<file path="config.mk">
export PLATFORM = sky130hd
export DESIGN_NAME = proc_control
export DESIGN_NICKNAME = d
export VERILOG_FILES = /design/src/rtl/proc_control_pkg.sv /design/src/rtl/proc_control_dec3to8.sv /design/src/rtl/proc_control.sv
export SDC_FILE = /design/constraint.sdc
export NUM_CORES = 1
export LEC_CHECK = 0
export CORE_UTILIZATION = 35
export DETAILED_ROUTE_END_ITERATION = 7
export GPL_TIMING_DRIVEN = 0
export PLACE_DENSITY = 0.69
export SLEW_MARGIN = 20
export SYNTH_ARGS = -nofsm -noshare
export SYNTH_HDL_FRONTEND = slang
export SYNTH_SLANG_ARGS = --single-unit
</file>
<file path="constraint.sdc">
create_clock -name Clock -period 2.4 [get_ports Clock]
set_input_delay 0.48 -clock Clock [delete_from_list [all_inputs] [get_ports Clock]]
set_output_delay 0.48 -clock Clock [all_outputs]
set_load 0.05 [all_outputs]
</file>
<file path="src/rtl/proc_control_pkg.sv">
// Shared definitions for the multicycle processor control unit and its datapath:
// instruction field positions, opcodes, ALU op codes and control-step encoding.
package proc_control_pkg;

  // Instruction field positions
  localparam int unsigned OP_HI = 15;
  localparam int unsigned OP_LO = 12;
  localparam int unsigned RX_HI = 11;
  localparam int unsigned RX_LO = 9;
  localparam int unsigned RY_HI = 8;
  localparam int unsigned RY_LO = 6;

  // Opcodes (1001-1111 are illegal and execute as a NOP)
  localparam logic [3:0] OP_MV   = 4'b0000;
  localparam logic [3:0] OP_MVI  = 4'b0001;
  localparam logic [3:0] OP_MVNZ = 4'b0010;
  localparam logic [3:0] OP_ADD  = 4'b0011;
  localparam logic [3:0] OP_SUB  = 4'b0100;
  localparam logic [3:0] OP_AND  = 4'b0101;
  localparam logic [3:0] OP_SLT  = 4'b0110;
  localparam logic [3:0] OP_SLL  = 4'b0111;
  localparam logic [3:0] OP_SRL  = 4'b1000;

  // ALU op codes, also decoded by the datapath ALU
  localparam logic [2:0] ALU_ADD  = 3'b000;
  localparam logic [2:0] ALU_SUB  = 3'b001;
  localparam logic [2:0] ALU_AND  = 3'b010;
  localparam logic [2:0] ALU_SLT  = 3'b011;
  localparam logic [2:0] ALU_SLL  = 3'b100;
  localparam logic [2:0] ALU_SRL  = 3'b101;
  localparam logic [2:0] ALU_IDLE = 3'b000;

  // Control steps
  typedef enum logic [1:0] {
    T0 = 2'd0,
    T1 = 2'd1,
    T2 = 2'd2,
    T3 = 2'd3
  } state_e;

  // True for opcodes that take the three-step A/G path through the ALU
  function automatic logic is_alu_op(input logic [3:0] op);
    return (op == OP_ADD) || (op == OP_SUB) || (op == OP_AND) ||
           (op == OP_SLT) || (op == OP_SLL) || (op == OP_SRL);
  endfunction

  // ALU code for an ALU opcode; idle code for everything else
  function automatic logic [2:0] alu_code(input logic [3:0] op);
    logic [2:0] code;
    code = ALU_IDLE;
    case (op)
      OP_ADD:  code = ALU_ADD;
      OP_SUB:  code = ALU_SUB;
      OP_AND:  code = ALU_AND;
      OP_SLT:  code = ALU_SLT;
      OP_SLL:  code = ALU_SLL;
      OP_SRL:  code = ALU_SRL;
      default: code = ALU_IDLE;
    endcase
    return code;
  endfunction

endpackage

</file>
<file path="src/rtl/proc_control_dec3to8.sv">
// 3-to-8 one-hot decoder with enable; all-zero output when disabled, so the
// result is never multi-hot.
module dec3to8 (
  input  logic       en,
  input  logic [2:0] sel,
  output logic [7:0] onehot
);

  // Single bit set at the selected position only while enabled
  always_comb begin
    onehot = '0;
    if (en) begin
      onehot[sel] = 1'b1;
    end
  end

endmodule

</file>
<file path="src/rtl/proc_control.sv">
// Multicycle control unit for the 16-bit simple processor.
//
// state | meaning
// T0    | idle / fetch: latch DIN into IR when Run
// T1    | first execute step (whole instruction for mv/mvi/mvnz/illegal)
// T2    | ALU step: rY onto bus, G <- A op bus
// T3    | write-back: G onto bus, into rX, retire
//
// Outputs are decoded from the step and IR. While Reset is high every output is
// forced low so an aborted instruction never writes a register or retires.
module proc_control
  import proc_control_pkg::*;
#(
  parameter int n    = 16,
  parameter int NREG = 8
) (
  input  logic            Clock,
  input  logic            Reset,
  input  logic            Run,
  input  logic [n-1:0]    DIN,
  input  logic            G_nz,
  output logic [NREG-1:0] Rin,
  output logic [NREG-1:0] Rout,
  output logic            DINout,
  output logic            Gout,
  output logic            Ain,
  output logic            Gin,
  output logic [2:0]      alu_control,
  output logic            Done
);

  state_e         state_q, state_d;
  logic [n-1:0]   ir_q, ir_d;

  logic [3:0]     op;
  logic [2:0]     rx;
  logic [2:0]     ry;
  logic           rin_en;
  logic           rout_en;
  logic [2:0]     rout_sel;
  logic           unused_ir_bits;

  assign op             = ir_q[OP_HI:OP_LO];
  assign rx             = ir_q[RX_HI:RX_LO];
  assign ry             = ir_q[RY_HI:RY_LO];
  // Low instruction bits carry no meaning for this instruction set
  assign unused_ir_bits = ^ir_q[RY_LO-1:0];

  // Step and instruction registers, synchronous reset
  always_ff @(posedge Clock) begin
    if (Reset) begin
      state_q <= T0;
      ir_q    <= '0;
    end else begin
      state_q <= state_d;
      ir_q    <= ir_d;
    end
  end

  // Next step, IR load and control outputs
  always_comb begin
    state_d     = state_q;
    ir_d        = ir_q;
    rin_en      = 1'b0;
    rout_en     = 1'b0;
    rout_sel    = ry;
    DINout      = 1'b0;
    Gout        = 1'b0;
    Ain         = 1'b0;
    Gin         = 1'b0;
    alu_control = ALU_IDLE;
    Done        = 1'b0;

    unique case (state_q)
      T0: begin
        if (Run) begin
          ir_d    = DIN;
          state_d = T1;
        end
      end

      T1: begin
        state_d = T0;
        if (op == OP_MV) begin
          rout_en = 1'b1;
          rin_en  = 1'b1;
          Done    = 1'b1;
        end else if (op == OP_MVI) begin
          DINout  = 1'b1;
          rin_en  = 1'b1;
          Done    = 1'b1;
        end else if (op == OP_MVNZ) begin
          Done    = 1'b1;
          if (G_nz) begin
            rout_en = 1'b1;
            rin_en  = 1'b1;
          end
        end else if (is_alu_op(op)) begin
          rout_sel = rx;
          rout_en  = 1'b1;
          Ain      = 1'b1;
          state_d  = T2;
        end else begin
          // Illegal opcode retires as a NOP
          Done    = 1'b1;
        end
      end

      T2: begin
        rout_en     = 1'b1;
        Gin         = 1'b1;
        alu_control = alu_code(op);
        state_d     = T3;
      end

      T3: begin
        Gout    = 1'b1;
        rin_en  = 1'b1;
        Done    = 1'b1;
        state_d = T0;
      end

      default: state_d = T0;
    endcase

    if (Reset) begin
      rin_en      = 1'b0;
      rout_en     = 1'b0;
      DINout      = 1'b0;
      Gout        = 1'b0;
      Ain         = 1'b0;
      Gin         = 1'b0;
      alu_control = ALU_IDLE;
      Done        = 1'b0;
    end
  end

  dec3to8 u_rin_dec (
    .en     (rin_en),
    .sel    (rx),
    .onehot (Rin)
  );

  dec3to8 u_rout_dec (
    .en     (rout_en),
    .sel    (rout_sel),
    .onehot (Rout)
  );

endmodule

</file>
# Word-level counts from Yosys, hierarchy flattened
# Index checks and enable logic that the tools add are counted.
# word_totals
reg_bits	18
in_bits	20
out_inout_bits	24
# op_classes
order_cmp	4
eq_ne	12
muxes	51
reduce_logical	10
# op_table
op	count
$mux 1	30
$mux 3	7
$eq 4x3->1 const B	4
$mux 8	2
$pmux 3 s5	1
$mux 2	5
$eq 4x2->1 const B	2
$lt 3x4->1 const B	2
$pmux 2 s4	1
$demux 1 s3	2
$ge 3x1->1 const B	2
$pmux 1 s2	3
$logic_or 1x1->1	5
$eq 2x2->1 const B	2
$eq 4x1->1 const B	1
$eq 4x4->1 const B	1
$logic_not 4->1	1
$eq 2x1->1 const B	1
$logic_and 1x1->1	2
$logic_not 2->1	1
$ne 2x2->1 const B	1
$reduce_and 2->1	1

# Depth between registers and ports, before layout
# logic_depth
word_depth	16
mapped_depth	7
depth_no_buf	6

# Hierarchy
# A second synthesis with hierarchy kept.
# hier_totals
hier_cells	113
hier_area_um2	945.9
# modules_own_cells
mod	instances	cells_each	area_each_um2	seq_area_each_um2
proc_control	1	97	754.5	240.2
dec3to8 (u_rin_dec)	1	8	96.3	0.0
dec3to8 (u_rout_dec)	1	8	95.1	0.0

# Worst setup path after synthesis
# Ideal clock, no wire load.
# synth_timing
path_kind	reg-to-output
startpoint	register state_q[0]
endpoint	output port Rin[0]
t_arrival_ns	2.671
slack_ns	-0.751
stages_incl_launch_ff	5
path_buffers	0
cell_sequence	dfxtp_1 > ha_1 > nor2b_1 > o21ai_1 > nor3_1
# synth_between
elab_chain_len	4
word_cells_on_any_way	5
cone_classes	2 x eq/ne; 3 x mux
# synth_lines
item	line_no	source
start, declared	proc_control.sv:32	state_e state_q, state_d;
start signal, assigned	proc_control.sv:55	state_q <= state_d;
$eq 2x2->1 or $eq 2x1->1 (tied branches)	proc_control.sv:74	unique case (state_q)
$pmux 1 s2 (*)	proc_control.sv:74	
$mux 1 (*)	proc_control.sv:126	if (Reset) begin
$mux 8 (*)	proc_control_dec3to8.sv:12	if (en) begin
end, declared	proc_control.sv:22	output logic [NREG-1:0] Rin,
# Every way passes the cells marked *; elsewhere a longest branch is shown, timed or not.

# Worst setup path after layout
# layout_timing
startpoint	register ir_q[14]
endpoint	output port Rout[4]
# layout_between
elab_chain_len	16
word_cells_on_any_way	31
cone_classes	2 x order compare; 8 x eq/ne; 14 x mux; 7 x reduce/logical
# layout_lines
item	line_no	source
start, declared	proc_control.sv:33	logic [n-1:0] ir_q, ir_d;
start signal, assigned	proc_control.sv:56	ir_q <= ir_d;
$eq 4x2->1 or $eq 4x3->1 (tied branches)	proc_control_pkg.sv:43	return (op == OP_ADD) || (op == OP_SUB) || (op == OP_AND) ||
$logic_or 1x1->1 (3 in a row)	proc_control_pkg.sv:43	
$logic_or 1x1->1 (2 in a row)	proc_control_pkg.sv:44	(op == OP_SLT) || (op == OP_SLL) || (op == OP_SRL);
$mux 3	proc_control.sv:98	end else if (is_alu_op(op)) begin
$mux 3	proc_control.sv:92	end else if (op == OP_MVNZ) begin
$mux 3	proc_control.sv:88	end else if (op == OP_MVI) begin
$mux 3	proc_control.sv:84	if (op == OP_MV) begin
$mux 3	proc_control.sv:74	
$lt 3x4->1 (not written as such) or $ge 3x1->1 (tied branches)	proc_control_dec3to8.sv:13	onehot[sel] = 1'b1;
$logic_and 1x1->1 (not written as such)	proc_control_dec3to8.sv:13	
$mux 1 (not written as such)	proc_control_dec3to8.sv:13	
$demux 1 s3	-	
$mux 8 (*)	proc_control_dec3to8.sv:12	
end, declared	proc_control.sv:23	output logic [NREG-1:0] Rout,
# Marked as above.

==> results.cfg <==
[die]
vertical_extent_of_the_die_um = 54.7
core.rowCount = 18
io-pin-count = 44
fp.coreArea_um2 = 2540
die_w_um = 54.7
floorplan.initialDensity_pct = 38.2
die_area_um2 = 2990

[synthesis]
synth_edf_count = 0
synthesis.instances = 137
sequential_area_share_after_synthesis_pct = 24.7
netlist.top_cell.by_area = sky130_fd_sc_hd__dfxtp_1
mappedNetlistArea_um2 = 972
postSynth.asyncResetShare_pct = 0
ys_dominant_reg_cell = sky130_fd_sc_hd__dfxtp_1
post_synth_most_frequent_cells = 26 x sky130_fd_sc_hd__nand2_1, 21 x sky130_fd_sc_hd__a21oi_1, 14 x sky130_fd_sc_hd__nor2_1, 12 x sky130_fd_sc_hd__dfxtp_1
yosys_warnings = 0
synth_top_area_share_pct = 24.7
synth.net_count = 162
syn_area_per_cell_um2 = 7.10
synth_most_common_cell = sky130_fd_sc_hd__nand2_1
yosys.cell_types.count = 35
synth.ff_latch_count = 12
synth_top_cells_by_area = sky130_fd_sc_hd__dfxtp_1 25%, sky130_fd_sc_hd__a21oi_1 11%, sky130_fd_sc_hd__nand2_1 10%

[detailed_routing]
drt-initial-drc-count = 10
remaining_drc_errors = 0
detail-route-antenna-nets = 0
routed_via_density = 5.17
drt-wirelength-per-cell_um = 12.0
postRouteWirelength_um = 2700
vias = 1157
detailedRoute.firstPassIterationCount = 4

[final_layout]
final_layout_size_suffix_gt1_share_pct = 43.8
areaGrowthSynthToFinish_pct = 81.2
regArea_um2 = 258
count_of_nets_after_finishing = 220
fillerInstances = 209
multi_input_area_um2 = 850
antennaDiodeCount = 0

[critical_path]
worst_ep_arrival_time_ns = 1.98
criticalPathCategory = reg2out
regToRegStartpoint = ir_q[14]$_SDFFE_PP0P_
worst_setup_path_start_kind = register
critPathCaptureType = output pin
slowest_delay_ns = 0.45
timing.critical_path.cells = buf_8, nor4b_4, a22oi_2, or4_4, a21oi_4, buf_6
critPathRequiredTime_ns = 1.92
critical_path.startpoint = ir_q[14]$_SDFFE_PP0P_
cp_max_fo = 8
worst_path_max_delay_cell = sky130_fd_sc_hd__or4_4

[placement]
detailed_place_hpwl_um = 1860
numPortBuffers = 37
gpl.final_weighted_congestion = 0.820

[clocking]
clkSlewWorstSetupHoldPaths_ns = 0.08
clk_latency_ns = 0.26
number_of_buffers_created_by_cts = 3
cts-hold-fix-buffers = 0
tritoncts_clock_tree = built
tritoncts_num_sinks = 12
clockRootBuffer = sky130_fd_sc_hd__clkbuf_4
max_buffers_root_to_sink = 2
cts_htree_levels = 1

[sta]
max_slew_margin_pct = 66.9
drv_slew = 0
timing.final.ws_setup_ns = -0.0635
post-route-min-period_ns = 2.46
whs_ns = 0.546
clock_skew_ns = 0.00853
max_clock_freq_ghz = 0.406
finalHoldViolations = 0
rsz0062_at_grt = yes
tightestPinTransition_ns = 0.495
final_tns_setup_ns = -0.233
setup_violations = 6
final_min_period_over_clock_period_pct = 103

[power]
vdd_drop_max_mv = 0.367
leakagePower_uw = 0.000683
overall_power_uw = 636
total_power_divided_by_cell_area_nw_per_um2 = 361

[worst_hold_path]
hp-start = ir_q[15]$_SDFFE_PP0P_
min-delay-path-class = reg2reg

[global_routing]
vias_in_the_first_global_route = 921
track_usage_pct = 17.8
initial_antenna_violation_count = 0
global_route.overflow_total = 0
grt_pass1_wl_um = 3950
grt_max_degree = 11

[outcome]
violated_checks = setup timing
run_status = finished, violations left

[job]
max-cap-violations = 0
stage by stage:
step | area (um2) | util, % | instances | setup slack, ns
floorplan | 1030 | - | 137 | -0.141
global placement | 1440 | 56.7 | 204 | -1.12
detailed placement | 1440 | 56.7 | 204 | -1.13
CTS | 1550 | 61.1 | 209 | -0.0854
global route | 1760 | 69.2 | 224 | -0.126
finish | 1760 | 69.2 | 224 | -0.0635
layer usage:
metal / vias up / track usage (%) / part of all wire, %
li1: 595 / - / -
met1: 526 / 22.8 / 45
met2: 34 / 31.5 / 50
met3: 2 / 0.833 / 3.7
met4: 0 / 5.13 / 1.3
met5: - / 0 / 0
worst max-delay path: cells and delay by family (launching register included):
family,cells,cell delay [ns]
AOI/OAI and AO/OA,2,0.35
and+or+nand+nor,2,0.73
DFF,1,0.33
buffers and inverters,2,0.30
final timing paths:
check                          end  slack [ns]  depth (start not counted)
min          ir_q[15]$_SDFFE_PP0P_        0.55                          2
max reg2reg               register        0.86                          7
min reg2reg  ir_q[15]$_SDFFE_PP0P_        0.55                          2
max                        Rout[4]       -0.06                          6
what timing repair did:
action / CTS / global route
resized for setup: 134 / 39
setup endpoints to repair: 24 / 20
gates cloned: 0 / 2
pin swaps: 10 / 16
setup buffers: 1 / 15
power by group:
| part | switching (uW) | total (uW) | internal, uW |
|---|---|---|---|
| registers | 25.5 | 239 | 213 |
| logic | 126 | 244 | 117 |
| clock network | 61.9 | 154 | 92.0 |
| total | 214 | 636 | 423 |
cell type report:
| class | instances | area share (%) |
|---|---|---|
| Sequential cell | 12 | 14.6 |
| Multi-Input combinational cell | 113 | 48.2 |
| Timing Repair Buffer | 54 | 29.3 |
| Clock buffer | 4 | 2.06 |
| Buffer | 6 | 2.41 |
| Inverter | 5 | 1.21 |
| Tap cell | 30 | 2.13 |
cells in the final DEF (no fill, tap or decap), types with 2 or more instances in the layout:
master	netlist	final
sky130_fd_sc_hd__a211oi_1	2	2
sky130_fd_sc_hd__a21oi_1	21	12
sky130_fd_sc_hd__a21oi_2	0	7
sky130_fd_sc_hd__a21oi_4	0	2
sky130_fd_sc_hd__a22oi_2	1	2
sky130_fd_sc_hd__buf_1	2	2
sky130_fd_sc_hd__buf_4	1	15
sky130_fd_sc_hd__buf_6	2	17
sky130_fd_sc_hd__clkbuf_2	0	3
sky130_fd_sc_hd__clkbuf_4	0	3
sky130_fd_sc_hd__clkdlybuf4s15_2	0	2
sky130_fd_sc_hd__clkdlybuf4s50_1	0	11
sky130_fd_sc_hd__dfxtp_1	12	6
sky130_fd_sc_hd__dfxtp_2	0	2
sky130_fd_sc_hd__dfxtp_4	0	4
sky130_fd_sc_hd__dlygate4sd2_1	0	5
sky130_fd_sc_hd__ha_1	5	4
sky130_fd_sc_hd__inv_1	5	4
sky130_fd_sc_hd__nand2_1	26	25
sky130_fd_sc_hd__nand2b_1	7	6
sky130_fd_sc_hd__nand3_1	2	2
sky130_fd_sc_hd__nand4b_1	4	4
sky130_fd_sc_hd__nor2_1	14	8
sky130_fd_sc_hd__nor2_2	0	6
sky130_fd_sc_hd__or3_1	7	6
logic make-up (layout without fill, tap and decap cells):
kind of cell	count (synthesis)	count (layout)	synth area share, %
AOI/OAI and AO/OA	31	32	19.4
xor gates and xnor gates	1	1	0.901
adders and majority gates	5	5	6.44
buffers and inverters	13	69	7.08
DFF	12	12	24.7
muxes	1	1	1.16
and+or+nand+nor	74	74	40.3
flip-flops by register name, summed over array words and instances (netlist names), named ones only:
| name | count |
|---|---|
| ir_q | 10 |
| state_q | 1 |
Power figures use the tool's default switching activity.
